**config.mk**
```make
export PLATFORM = sky130hd
export DESIGN_NAME = pht_update_ctrl
export DESIGN_NICKNAME = d
export VERILOG_FILES = /design/src/rtl/pht_update_ctrl.sv
export SDC_FILE = /design/constraint.sdc
export NUM_CORES = 1
export LEC_CHECK = 0
export ABC_AREA = 1
export CAP_MARGIN = 20
export CORE_MARGIN = 4
export CORE_UTILIZATION = 51
export CTS_CLUSTER_SIZE = 28
export DETAILED_ROUTE_END_ITERATION = 12
export GPL_ROUTABILITY_DRIVEN = 0
export PLACE_DENSITY = 0.82
export RECOVER_POWER = 25
export SLEW_MARGIN = 30
export SYNTH_ARGS = -nofsm -noshare
export SYNTH_HDL_FRONTEND = slang
export SYNTH_SLANG_ARGS = --single-unit
export TNS_END_PERCENT = 30
```
**constraint.sdc**
```tcl
create_clock -name clk0 -period 3.3 [get_ports clk0]
set_clock_uncertainty 0.15 [all_clocks]
set_input_delay 0.99 -clock clk0 [delete_from_list [all_inputs] [get_ports clk0]]
set_output_delay 0.99 -clock clk0 [all_outputs]
set_load 0.02 [all_outputs]
```
**src/rtl/pht_update_ctrl.sv**
```systemverilog
// PHT update controller: serves lookups on the array read port and drains queued
// resolved-branch updates as read-modify-write of saturating counters.
module pht_update_ctrl #(
  parameter int S_INDEX = 4,
  parameter int CTR_W   = 2,
  parameter int Q_DEPTH = 4
) (
  input  logic               clk0,
  input  logic               rst0_n,
  input  logic               pred_req,
  input  logic [S_INDEX-1:0] pred_idx,
  output logic               pred_valid,
  output logic [CTR_W-1:0]   pred_ctr,
  output logic               pred_taken,
  input  logic               upd_valid,
  output logic               upd_ready,
  input  logic [S_INDEX-1:0] upd_idx,
  input  logic               upd_taken,
  output logic               busy,
  output logic               arr_csb0,
  output logic               arr_web0,
  output logic [S_INDEX-1:0] arr_addr0,
  output logic [S_INDEX-1:0] arr_addr1,
  output logic [CTR_W-1:0]   arr_din0,
  input  logic [CTR_W-1:0]   arr_dout0
);

  localparam int PW = $clog2(Q_DEPTH);

  typedef struct packed {
    logic [S_INDEX-1:0] idx;
    logic               taken;
  } upd_t;

  typedef enum logic {IDLE, RD} state_t;

  state_t            state_q, state_d;
  upd_t              fifo_q [Q_DEPTH];
  logic [PW-1:0]     wr_ptr_q, wr_ptr_d, rd_ptr_q, rd_ptr_d;
  logic [PW:0]       cnt_q, cnt_d;
  logic              pred_valid_q, pred_valid_d;
  logic              bypass_q, bypass_d;
  logic [CTR_W-1:0]  bypass_val_q, bypass_val_d;
  logic [CTR_W-1:0]  new_ctr;
  logic              full, empty, push, pop;
  upd_t              head;

  assign full  = (cnt_q == (PW+1)'(Q_DEPTH));
  assign empty = (cnt_q == '0);
  assign head  = fifo_q[rd_ptr_q];
  assign push  = upd_valid && !full;
  assign pop   = (state_q == RD);

  // Saturating step of the head counter read back in RD.
  always_comb begin
    new_ctr = arr_dout0;
    if (head.taken) begin
      if (arr_dout0 != '1) new_ctr = arr_dout0 + CTR_W'(1);
    end else begin
      if (arr_dout0 != '0) new_ctr = arr_dout0 - CTR_W'(1);
    end
  end

  always_comb begin
    state_d      = state_q;
    wr_ptr_d     = wr_ptr_q;
    rd_ptr_d     = rd_ptr_q;
    cnt_d        = cnt_q;
    pred_valid_d = pred_req;
    bypass_d     = 1'b0;
    bypass_val_d = bypass_val_q;
    case (state_q)
      IDLE: if (!empty && !pred_req) state_d = RD;
      RD:   state_d = IDLE;
      default: state_d = IDLE;
    endcase
    if (push) wr_ptr_d = wr_ptr_q + PW'(1);
    if (pop)  rd_ptr_d = rd_ptr_q + PW'(1);
    case ({push, pop})
      2'b10:   cnt_d = cnt_q + (PW+1)'(1);
      2'b01:   cnt_d = cnt_q - (PW+1)'(1);
      default: cnt_d = cnt_q;
    endcase
    // The array read launched now misses this cycle's write, so forward it.
    if (state_q == RD && pred_req && pred_idx == head.idx) begin
      bypass_d     = 1'b1;
      bypass_val_d = new_ctr;
    end
  end

  always_ff @(posedge clk0 or negedge rst0_n) begin
    if (!rst0_n) begin
      state_q      <= IDLE;
      wr_ptr_q     <= '0;
      rd_ptr_q     <= '0;
      cnt_q        <= '0;
      pred_valid_q <= 1'b0;
      bypass_q     <= 1'b0;
      bypass_val_q <= '0;
    end else begin
      state_q      <= state_d;
      wr_ptr_q     <= wr_ptr_d;
      rd_ptr_q     <= rd_ptr_d;
      cnt_q        <= cnt_d;
      pred_valid_q <= pred_valid_d;
      bypass_q     <= bypass_d;
      bypass_val_q <= bypass_val_d;
    end
  end

  always_ff @(posedge clk0) begin
    if (push) fifo_q[wr_ptr_q] <= '{idx: upd_idx, taken: upd_taken};
  end

  assign upd_ready  = !full;
  assign busy       = !empty || (state_q != IDLE);
  assign pred_valid = pred_valid_q;
  assign pred_ctr   = bypass_q ? bypass_val_q : arr_dout0;
  assign pred_taken = pred_ctr[CTR_W-1];

  assign arr_csb0  = !rst0_n;
  assign arr_web0  = (state_q != RD);
  assign arr_addr0 = head.idx;
  assign arr_din0  = new_ctr;
  assign arr_addr1 = pred_req ? pred_idx : head.idx;

endmodule

```
Yosys cells after proc, flatten, opt, wreduce, memory -nomap -nowiden
Memories as Yosys holds them, arrays and structs flattened.
Cells that the tools add are included.
{ "totals": {"mem_count": 1, "ff_bits": 12, "out_inout_bits": 18, "ram_bits": 20, "wordCells": 43} }
{ "memory_table": {"columns": ["name", "words", "width", "rd", "rd_ports_with_merged_regs", "write_ports", "line_no", "text"], "rows": [
  ["fifo_q", 4, 5, 1, 0, 1, "38", "upd_t fifo_q [Q_DEPTH];"]
]} }
{ "op_classes": {"bitwise_logic": 1, "eq_ne": 5, "n_reduce_logical": 12, "addsub": 6, "n_mux": 11} }
{ "op_table": {"columns": ["op", "count"], "rows": [
  ["$mux 2", 4],
  ["$add 2x1->2 const B", 3],
  ["$pmux 3 s2", 1],
  ["$eq 4x4->1", 1],
  ["$logic_and 1x1->1", 4],
  ["$logic_not 1->1", 4],
  ["$mux 1", 4],
  ["$mux 4", 1],
  ["$reduce_bool 2->1", 2],
  ["$add 3x1->3 const B", 1],
  ["$eq 3x3->1 const B", 1],
  ["$logic_not 3->1", 1],
  ["$sub 3x1->3 const B", 1],
  ["$eq 2x1->1 const B", 1],
  ["$eq 2x2->1 const B", 1],
  ["$ne 2x2->1 const B", 1],
  ["$pmux 1 s2", 1],
  ["$sub 2x1->2 const B", 1],
  ["$logic_or 1x1->1", 1],
  ["$not 1->1", 1]
]} }

Logic depth before layout (Yosys ltp)
{ "logic_depth": {"depth_word": 5, "depth_mapped": 10} }

Worst setup path after synthesis
OpenSTA, ideal clock, no wires.
{ "synth_timing": {"kind": "input port to output port", "startpoint": "input pred_req", "endpoint": "output arr_addr1[0]", "required_time_ns": 2.160, "slack_ns": 0.523, "path_buffers": 1, "t_arrival_ns": 1.637, "stages": 2, "cell_sequence": "buf_2 -> o21ai_0"} }
{ "synth_via": {"elab_chain_len": 1} }
{ "synth_lines": {"columns": ["item", "line_no", "text"], "rows": [
  ["start, declared", "10", "input logic pred_req,"],
  ["$mux 4", "125", "assign arr_addr1 = pred_req ? pred_idx : head.idx;"],
  ["end, declared", "23", "output logic [S_INDEX-1:0] arr_addr1,"]
]} }
No other way between the ends.

Final worst setup path
{ "layout_timing": {"startpoint": "input arr_dout0[1]", "endpoint": "output pred_taken"} }
{ "layout_via": {"elab_chain_len": 1} }
{ "layout_lines": {"columns": ["item", "line_no", "text"], "rows": [
  ["start, declared", "25", "input logic [CTR_W-1:0] arr_dout0"],
  ["$mux 2", "118", "assign pred_ctr = bypass_q ? bypass_val_q : arr_dout0;"],
  ["end, declared", "14", "output logic pred_taken,"]
]} }
No other way between the ends.

==> summary.md <==
| Metric | Value |
|---|---|
| Status | finished, final reports clean |
| P&R area growth vs syn | 27.6% |
| Hold Path Class | reg2reg |
| Pwr dens | between 800 and 900 mW/mm² |
| N_diodes | 0 |
| Post-Syn Area | between 0.0015 and 0.002 mm² |
| Nets | 233 |
| Syn avg cell area | around 9.7 µm² |
| YS warnings | 0 |
| Worst-Margin Slew | ~0.62 ns |
| Hpwl dp | 2520 µm |
| H-tree depth | 2 |
| Port bufs | 32 |
| # Post-CTS Setup Buffers | 0 |
| Seq/Total Area, Yosys | 55.4% |
| Max clock buf depth | 2 |
| Final Core Density | 68.0% |
| Max stage delay cell, worst path | clkdlybuf4s50_1 |
| Clock Latency Late Sink | 0.33 ns |
| Slowest cell delay on critical path | 0.47 ns |
| Die footprint | 0.00416 mm² |
| Post-synth EDFFs | 20 |
| Post-synthesis register bit count | 32 |
| Initial antenna violation count | 0 |
| Top-count cell post-synth | nand2_1 |
| Top_reg_cell synth | edfxtp_1 |
| Overall global routing resource usage | 17.1% |
| Placed cells | 249 |
| Core Rows | 20 |
| Grt total ovfl | 0 |
| Final hold vios | 0 |
| CP Cell Sequence | clkdlybuf4s50_1 -> mux2_2 -> dlygate4sd2_1 |
| DR pass1 iterations | 4 |
| Top-area cell type share of the netlist area | 36.9% |
| Crit path max fanout | 5 |
| Cell variety after synth | 24 |
| Detail Route Antenna Nets | 0 |
| Fmax achieved | just over 0.3 GHz |
| Die Wd | between 60 and 70 µm |
| Vias in the first global route | roughly 1200 |
| Resize count post-CTS | 12 |
| Post-synth net total | 188 |
| WL/cell | 12.7 µm |
| Largest net degree at the start of global routing | 14 |
| Starting Density | a little over half |
| Tmin final | 3.23 ns |
| CTS tree | done |
| Max-cap viol count | 0 |
| TritonCTS buffer count | 5 |
| Clk sinks | 32 |
| Worst endpoint required time | roughly 2.2 ns |
| Synth top cells by count | 45 x nand2_1, 20 x edfxtp_1, 19 x inv_1 |
| Gate Count Post-Synth | 167 |
| Lkg Pwr | 0.933 nW |
| Filler instances | 246 |
| Final Max Tran Viols | 0 |
| Slew HR | 58.5% |
| WS Path Type | in2out |
| Setup TNS Final | 0 ns |
| Tcrit/Tclk final | 97.8% |
| Initial DRC count | 55 |
| Post-route DRC | 0 |
| CP Launch Type | primary input |
| Core ar. | 0.00305 mm² |
| Crit end category | output port |
| Share of post-route cells with drive strength above 1 | 17.9% |
| RSZ-0062 raised after global routing | no |
| Post-synth ARST share | approximately 38% |
| First-pass GRT wire length | 5450 µm |
| Total number of vias | 1258 |
| CP arrival | 2.09 ns |
| Top post-synthesis cells by area | edfxtp_1 37%, dfrtp_1 18%, nand2_1 10% |
| Pwr Total | between 1.5 and 2 mW |
| Worst hold stages | 2 |
| Die H | approximately 64 µm |
| Final wirelength | 3250 µm |
| Worst R2R Path Depth | 9 |
| Clock slew at reported path FFs | around 0.09 ns |
| Hold_ws | 0.346 ns |
| Clock Root Buffer | clkbuf_4 |
| Cts hold-fix bufs | 0 |
| Leading area contributor after synthesis | edfxtp_1 |
| Final setup fails | 0 |
| IO Pins | 33 |
| VDD IR max | approximately 0.40 mV |
| Non-Filler Instances | ~260 |
| Via-to-Cell Ratio | between 4 and 5 |
power by group:
part / switching (mW) / internal, mW
clock: 0.117 / 0.0782
combinational: 0.522 / 0.349
sequential: 0.103 / 0.544
metal layers:
| layer | vias up | track usage, % | wire length, µm |
|---|---|---|---|
| li1 | 632 | - | - |
| met1 | 584 | 19.3 | 1370 |
| met2 | 36 | 30.5 | 1650 |
| met3 | 6 | 4.85 | 185 |
| met4 | 0 | 6.60 | 48 |
| met5 | - | 0 | 0 |
critical path: cells and delay by family:
| kind | cells | cell delay (ns) |
|---|---|---|
| mux | 1 | 0.30 |
| buf+inv | 2 | 0.79 |
layout make-up:
cell class                 count  area (µm²)  share of cell area (%)
sequential                    32         902                    43.5
timing repair buffer          41         367                    17.7
tap                           44        55.1                    2.65
clock inverter                 1        5.00                   0.241
inverter                      21        81.3                    3.92
multi-input combinational    111         624                    30.1
clock buffer                   6        41.3                    1.99
stage by stage:
stage	worst slack, ns	cell area, µm²
final	0.0712	2080
after global routing	0.00165	2080
after CTS	0.0250	2080
after detailed placement	-0.325	2050
after global placement	-0.289	2050
after floorplan	0.523	1630
flip-flops by register name, summed over array words and instances, names as in the netlist:
name	cells
fifo_q	20
bypass_val_q	2
pred_valid	1
cnt_q	3
wr_ptr_q	2
bypass_q	1
pop	1
rd_ptr_q	2
logic make-up (layout without fill, tap and decap cells):
family                   count (synthesis)  after routing  share of synthesized area, %
buffers and inverters                   24             69                          6.46
adder cells (fa/ha/maj)                  6              6                          5.08
XOR/XNOR                                 6              6                          3.23
AND/OR/NAND/NOR                         86             86                          25.5
multiplexers                             1              1                         0.692
AO/OA/AOI/OAI                           12             12                          3.69
flip-flops                              32             32                          55.4
final timing paths:
kind                                  from              end  slack, ns
min                        bypass_val_q[0]  bypass_val_q[0]       0.35
max reg2reg                       cnt_q[0]         cnt_q[2]       1.11
min reg2reg                bypass_val_q[0]  bypass_val_q[0]       0.35
max                           arr_dout0[1]       pred_taken       0.07
min in group asynchronous           rst0_n         cnt_q[2]       0.99
max in group asynchronous           rst0_n      rd_ptr_q[0]       1.58
placed cells by master, fill, tap and decap left out:
master / synthesis / routed
a21oi_1: 4 / 3
a21oi_2: 0 / 1
buf_4: 1 / 7
clkbuf_1: 0 / 3
clkbuf_2: 0 / 1
clkbuf_4: 0 / 5
clkdlybuf4s15_2: 0 / 1
clkdlybuf4s50_1: 0 / 20
clkinv_2: 0 / 1
dfrtp_1: 12 / 11
dfrtp_2: 0 / 1
dlygate4sd2_1: 0 / 8
dlygate4sd3_1: 0 / 2
edfxtp_1: 20 / 20
fa_1: 1 / 1
ha_1: 5 / 5
inv_1: 19 / 19
inv_2: 1 / 1
inv_4: 1 / 1
mux2_2: 1 / 1
nand2_1: 45 / 45
nand2_2: 9 / 9
nand3_1: 11 / 11
nand3_2: 6 / 6
nand3b_1: 2 / 2
nor2_1: 8 / 8
nor2_2: 3 / 3
nor3_1: 2 / 2
o21ai_0: 7 / 7
o21ai_1: 1 / 1
xnor2_1: 2 / 2
xor2_1: 4 / 4
No activity file was read; power rests on OpenSTA's default activity.
